$ cat src/rtl/flappy_pkg.sv
// Shared game definitions: state encoding, score width and saturation helpers.
package flappy_pkg;

    localparam int unsigned SCORE_W           = 10;
    localparam int unsigned SCORE_MAX_DEFAULT = 999;

    typedef enum logic [1:0] {
        ST_IDLE  = 2'd0,
        ST_PLAY  = 2'd1,
        ST_PAUSE = 2'd2,
        ST_OVER  = 2'd3
    } game_state_e;

    // Next score value, held at smax once reached.
    function automatic logic [SCORE_W-1:0] score_inc(input logic [SCORE_W-1:0] s,
                                                     input logic [SCORE_W-1:0] smax);
        return (s >= smax) ? s : s + SCORE_W'(1);
    endfunction

endpackage

$ cat src/rtl/btn_conditioner.sv
// Pushbutton conditioner: 2-FF synchronizer, level debounce and a one-clk press pulse
// on each accepted rising level.
module btn_conditioner #(
    parameter int unsigned DEBOUNCE_CYCLES = 1000000
) (
    input  logic i_clk,
    input  logic i_rst,
    input  logic i_btn,
    output logic o_press
);

    localparam int unsigned CNT_W = (DEBOUNCE_CYCLES > 1) ? $clog2(DEBOUNCE_CYCLES) : 1;

    logic             r_sync1;
    logic             r_sync2;
    logic             r_level;
    logic             r_level_d;
    logic             r_press;
    logic [CNT_W-1:0] r_cnt;

    // Level is accepted only after DEBOUNCE_CYCLES consecutive samples that differ from it.
    always_ff @(posedge i_clk or posedge i_rst) begin
        if (i_rst) begin
            r_sync1   <= 1'b0;
            r_sync2   <= 1'b0;
            r_level   <= 1'b0;
            r_level_d <= 1'b0;
            r_press   <= 1'b0;
            r_cnt     <= '0;
        end else begin
            r_sync1   <= i_btn;
            r_sync2   <= r_sync1;
            r_level_d <= r_level;
            r_press   <= r_level & ~r_level_d;
            if (r_sync2 == r_level) begin
                r_cnt <= '0;
            end else if (r_cnt == CNT_W'(DEBOUNCE_CYCLES - 1)) begin
                r_level <= r_sync2;
                r_cnt   <= '0;
            end else begin
                r_cnt <= r_cnt + CNT_W'(1);
            end
        end
    end

    assign o_press = r_press;

endmodule

$ cat src/rtl/flappy_game_ctrl.sv
// Flappy Bird game sequencer: button conditioning, game-mode FSM, tick/flap gating
// toward the datapath and current/highest score keeping.
module flappy_game_ctrl
    import flappy_pkg::*;
#(
    parameter int unsigned DEBOUNCE_CYCLES = 1000000,
    parameter int unsigned HOLD_TICKS      = 100,
    parameter int unsigned SCORE_MAX       = SCORE_MAX_DEFAULT
) (
    input  logic               clk,
    input  logic               clr,
    input  logic               btn_flap,
    input  logic               btn_pause,
    input  logic               tick_in,
    input  logic               collision,
    input  logic               pipe_passed,
    output logic               tick_out,
    output logic               flap_out,
    output logic               world_rst,
    output logic [1:0]         game_state,
    output logic [SCORE_W-1:0] current_score,
    output logic [SCORE_W-1:0] highest_score
);

    localparam int unsigned HOLD_W = $clog2(HOLD_TICKS + 1);

    logic               w_flap_press;
    logic               w_pause_press;
    logic [SCORE_W-1:0] w_cur_inc;

    game_state_e        r_state;
    logic               r_tick_out;
    logic               r_flap_out;
    logic               r_world_rst;
    logic               r_pending;
    logic [SCORE_W-1:0] r_cur;
    logic [SCORE_W-1:0] r_high;
    logic [HOLD_W-1:0]  r_hold;

    btn_conditioner #(.DEBOUNCE_CYCLES(DEBOUNCE_CYCLES)) u_flap_cond (
        .i_clk   (clk),
        .i_rst   (clr),
        .i_btn   (btn_flap),
        .o_press (w_flap_press)
    );

    btn_conditioner #(.DEBOUNCE_CYCLES(DEBOUNCE_CYCLES)) u_pause_cond (
        .i_clk   (clk),
        .i_rst   (clr),
        .i_btn   (btn_pause),
        .o_press (w_pause_press)
    );

    assign w_cur_inc = score_inc(r_cur, SCORE_W'(SCORE_MAX));

    // Game-mode FSM; later assignments in PLAY encode the same-clk event priorities.
    always_ff @(posedge clk or posedge clr) begin
        if (clr) begin
            r_state     <= ST_IDLE;
            r_tick_out  <= 1'b0;
            r_flap_out  <= 1'b0;
            r_world_rst <= 1'b0;
            r_pending   <= 1'b0;
            r_cur       <= '0;
            r_high      <= '0;
            r_hold      <= '0;
        end else begin
            r_tick_out  <= 1'b0;
            r_flap_out  <= 1'b0;
            r_world_rst <= 1'b0;
            case (r_state)
                ST_IDLE: begin
                    if (w_flap_press) begin
                        r_state     <= ST_PLAY;
                        r_world_rst <= 1'b1;
                        r_cur       <= '0;
                        r_pending   <= 1'b0;
                    end
                end
                ST_PLAY: begin
                    r_tick_out <= tick_in;
                    if (tick_in) begin
                        r_flap_out <= r_pending;
                        r_pending  <= 1'b0;
                    end
                    if (pipe_passed) begin
                        r_cur <= w_cur_inc;
                        if (w_cur_inc > r_high) begin
                            r_high <= w_cur_inc;
                        end
                    end
                    if (collision) begin
                        r_state   <= ST_OVER;
                        r_hold    <= '0;
                        r_pending <= 1'b0;
                    end else if (w_pause_press) begin
                        r_state <= ST_PAUSE;
                    end else if (w_flap_press) begin
                        r_pending <= 1'b1;
                    end
                end
                ST_PAUSE: begin
                    if (w_pause_press) begin
                        r_state <= ST_PLAY;
                    end
                end
                ST_OVER: begin
                    if (tick_in && (r_hold != HOLD_W'(HOLD_TICKS))) begin
                        r_hold <= r_hold + HOLD_W'(1);
                    end
                    if (w_flap_press && (r_hold == HOLD_W'(HOLD_TICKS))) begin
                        r_state     <= ST_IDLE;
                        r_world_rst <= 1'b1;
                    end
                end
                default: r_state <= ST_IDLE;
            endcase
        end
    end

    assign tick_out      = r_tick_out;
    assign flap_out      = r_flap_out;
    assign world_rst     = r_world_rst;
    assign game_state    = r_state;
    assign current_score = r_cur;
    assign highest_score = r_high;

endmodule

$ cat config.mk
export PLATFORM = sky130hd
export DESIGN_NAME = flappy_game_ctrl
export DESIGN_NICKNAME = d
export VERILOG_FILES = /design/src/rtl/flappy_pkg.sv /design/src/rtl/btn_conditioner.sv /design/src/rtl/flappy_game_ctrl.sv
export SDC_FILE = /design/constraint.sdc
export NUM_CORES = 1
export LEC_CHECK = 0
export ABC_AREA = 1
export BUFFER_PORTS_ARGS = -buffer_cell sky130_fd_sc_hd__buf_2
export CAP_MARGIN = 0
export CORE_MARGIN = 2
export CORE_UTILIZATION = 45
export CTS_CLUSTER_DIAMETER = 120
export DETAILED_ROUTE_END_ITERATION = 12
export GPL_TIMING_DRIVEN = 0
export PLACE_DENSITY_LB_ADDON = 0.25
export REMOVE_ABC_BUFFERS = 1
export SLEW_MARGIN = 15
export SYNTH_ARGS = -nofsm -noshare
export SYNTH_HDL_FRONTEND = slang
export SYNTH_SLANG_ARGS = --single-unit
export TNS_END_PERCENT = 50
$ cat constraint.sdc
create_clock -name clk -period 4.7 [get_ports clk]
set_clock_uncertainty 0.2 [all_clocks]
set_input_delay 0.47 -clock clk [delete_from_list [all_inputs] [get_ports clk]]
set_output_delay 0.47 -clock clk [all_outputs]
set_load 0.005 [all_outputs]
==> flow_summary.json <==
{
  "clock_latency_ns": 0.34,
  "status": "finished, final reports clean",
  "numCtsBuffers": 9,
  "wl_per_cell_microns": 11.5,
  "finalSetupTns_ns": 0,
  "ctsResizeCount": 0,
  "core_area_sq_um": 10300,
  "async_reset_ff_share_pct": 100,
  "setup_viol": 0,
  "initial_core_util_pct": 46.2,
  "crit_family": "simple AND/OR/NAND/NOR gates",
  "cts_sinks": 83,
  "powerDensity_nw_per_um2": 238,
  "via_count": 3900,
  "tightestPinTransition_ns": 0.794,
  "synth_edf_count": 0,
  "crit_fanout": 11,
  "synth_area_leaders": "dfrtp_1 44%, nand2_1 12%, nor2_1 7.6%",
  "grt_overflow": 0,
  "gp_congestion": 0.845,
  "drv_cap": 0,
  "grt_antenna_before_repair": 0,
  "yosys_warnings": 0,
  "dp_slack_ns": 1.72,
  "die_area_sq_um": 11400,
  "required_ns": 4.73,
  "cts_max_level": 3,
  "postSynthAreaPerCell_sq_um": 7.73,
  "worstSetupPathType": "flip-flop to flip-flop",
  "clk_pin_slew_worst_paths_ns": 0.08,
  "fmax_ghz": 0.334,
  "p_leak_uw": 0.00257,
  "die_h_microns": 107,
  "drv_slew": 0,
  "fin_util_pct": 51.1,
  "fin_crit_sh_pct": 63.7,
  "hold_viol_final": 0,
  "via_per_inst": 4.92,
  "netlist_area_sq_um": 4740,
  "critPathBufInv": 0,
  "cts_tree": "yes",
  "netlist-cell-type-count": 34,
  "crit_top_cell": "nand2_1",
  "cp_data_arrival_time_ns": 3.02,
  "drt_iter0_drc": 143,
  "setup_ws_ns": 1.71,
  "synth_seq_cells": 83,
  "layout-drive-gt1-share_pct": 13.3,
  "min_path_type": "input pin to flip-flop",
  "maxSlewHeadroom_pct": 47.1,
  "grt_pass1_vias": 3857,
  "numPortBuffers": 31,
  "final_nets": 678,
  "n_fill_cell": 1023,
  "num_rows": 37,
  "cp_cell_sequence": "ha_1 > nand2_1 > nand3_2 > nand2_4 > nand3_1 > ha_1 > nand2_1 > nor2_1 > nand3_1 > nand3_1 > nand2_2 > nand2_1 > nand2_1",
  "grt_usage_pct": 17.7,
  "grt_setup_unrepaired": "false",
  "die_width_microns": 107,
  "routed_wl_microns": 9130,
  "antenna_cells": 0,
  "drtPass1Iterations": 4,
  "netlist_instances": 614,
  "startpoint_type": "flip-flop",
  "clockRootBuffer": "clkbuf_8",
  "synth_top_area_share_pct": 43.8,
  "ant_nets": 0,
  "slowest_delay_ns": 0.43,
  "area_growth_syn_to_layout_pct": 10.8,
  "yosys.area.top_type": "dfrtp_1",
  "ir_drop_mv": 0.163,
  "pin_count": 32,
  "route.detailed.drc": 0,
  "ys.flop_type": "dfrtp_1",
  "grt_pass1_wl_microns": 16500,
  "cts_buffer_depth": 2,
  "cp-end-kind": "flip-flop",
  "grt_max_degree": 59,
  "yosysSeqAreaShare_pct": 43.8,
  "cp_slowest_cell": "dfrtp_1",
  "dp_hpwl_microns": 6920,
  "period_needed_ns": 2.99
}
## per-layer routing
layer	GRT usage [%]	part of all wire, %	wire, microns	vias to the layer above
met1	22.2	46	4200	1789
met4	6.03	1.6	143	0
li1	-	-	-	2022
met2	30.3	49	4450	75
met3	4.01	3.7	338	14
met5	0	0	0	-
## cell families (layout without fill, tap and decap cells)
family,Yosys count,count (layout),synth area share [%]
and+or+nand+nor,350,350,33.7
buffers and inverters,90,132,7.47
xor gates and xnor gates,22,22,4.06
DFF,83,83,43.8
AOI/OAI and AO/OA,50,50,5.99
adders and majority gates,19,19,5.01
## final cells by class
| class | count | area (sq um) | share of cell area [%] |
|---|---|---|---|
| sequential | 83 | 2080 | 39.5 |
| timing repair buffer | 33 | 193 | 3.67 |
| multi-input combinational | 441 | 2310 | 44.0 |
| tap | 136 | 170 | 3.24 |
| inverter | 84 | 320 | 6.09 |
| clock inverter | 4 | 52.6 | 1.00 |
| clock buffer | 11 | 131 | 2.50 |
## stage by stage
| stage | area (sq um) | hold slack (ns) | cells | power, uW |
|---|---|---|---|---|
| 5_1_grt | 5260 | 0.000211 | 792 | 1310 |
| 2_1_floorplan | 4710 | 0.131 | 608 | 765 |
| 6_report | 5260 | 0.0268 | 792 | 1250 |
| 3_3_place_gp | 5030 | 0.133 | 775 | 775 |
| 3_5_place_dp | 5060 | 0.150 | 776 | 780 |
| 4_1_cts | 5260 | 0.00532 | 792 | 1280 |
## power by group
part | leakage [uW] | internal, uW | switching, uW
combinational | 0.00134 | 11.5 | 28.6
clock | 0.0000934 | 244 | 244
sequential | 0.00114 | 719 | 4.65
## Yosys cell counts, types with 3 or more instances
master	n
dfrtp_1	83
nand4_1	8
nor2_1	96
nor3_1	7
o21bai_1	3
nor2_2	3
nand2_2	7
buf_2	5
nand3_1	57
a21oi_1	10
nor3_4	3
xnor2_1	10
ha_1	19
nand3b_1	3
xor2_1	12
nand2_4	3
nand2_1	147
o21ai_0	20
nand3_2	5
nor2_4	5
inv_2	8
o22ai_1	6
o21ai_1	5
inv_1	75
## cell usage in the layout, fill, tap and decap left out, types with 3 or more instances in the layout
cell,n
o22ai_1,6
inv_2,8
o21bai_1,3
nand2_1,147
nand3_1,57
nor2_1,96
nand3b_1,3
nand3_2,5
a21oi_1,10
nand4_1,8
nor2_4,5
xor2_1,12
nor3_4,3
clkbuf_8,9
o21ai_1,5
ha_1,19
inv_1,74
nand2_2,7
nor3_1,7
nor2_2,3
xnor2_1,10
o21ai_0,20
buf_2,31
nand2_4,3
dfrtp_1,83
## state kept, by name (all words and copies together) (netlist names)
register / count
u_flap_cond.o_press: 1
u_flap_cond.r_sync1: 1
u_pause_cond.r_sync1: 1
u_flap_cond.r_cnt: 20
current_score: 10
u_pause_cond.r_level: 1
u_pause_cond.o_press: 1
u_pause_cond.r_cnt: 20
tick_out: 1
u_pause_cond.r_level_d: 1
r_pending: 1
u_flap_cond.r_level_d: 1
u_pause_cond.r_sync2: 1
flap_out: 1
game_state: 2
highest_score: 10
r_hold: 7
u_flap_cond.r_level: 1
u_flap_cond.r_sync2: 1
world_rst: 1
## path summary, 6_finish.rpt
kind / start / endpoint / slack, ns / cells after the start
max in group asynchronous: clr / highest_score[5] / 3.25 / 4
max: current_score[0] / highest_score[1] / 1.71 / 13
min: btn_pause / u_pause_cond.r_sync1 / 0.03 / 1
min reg2reg: u_flap_cond.r_sync1 / u_flap_cond.r_sync2 / 0.17 / 0
max reg2reg: current_score[0] / highest_score[1] / 1.71 / 13
min in group asynchronous: clr / tick_out / 0.45 / 3
## timing repair
item | 4_1_cts | 5_1_grt
hold endpoints to repair | 25 | 0
hold buffers | 1 | 0
buffers inserted | 0 | 0
Note: power is estimated with default switching activity, not from simulation.
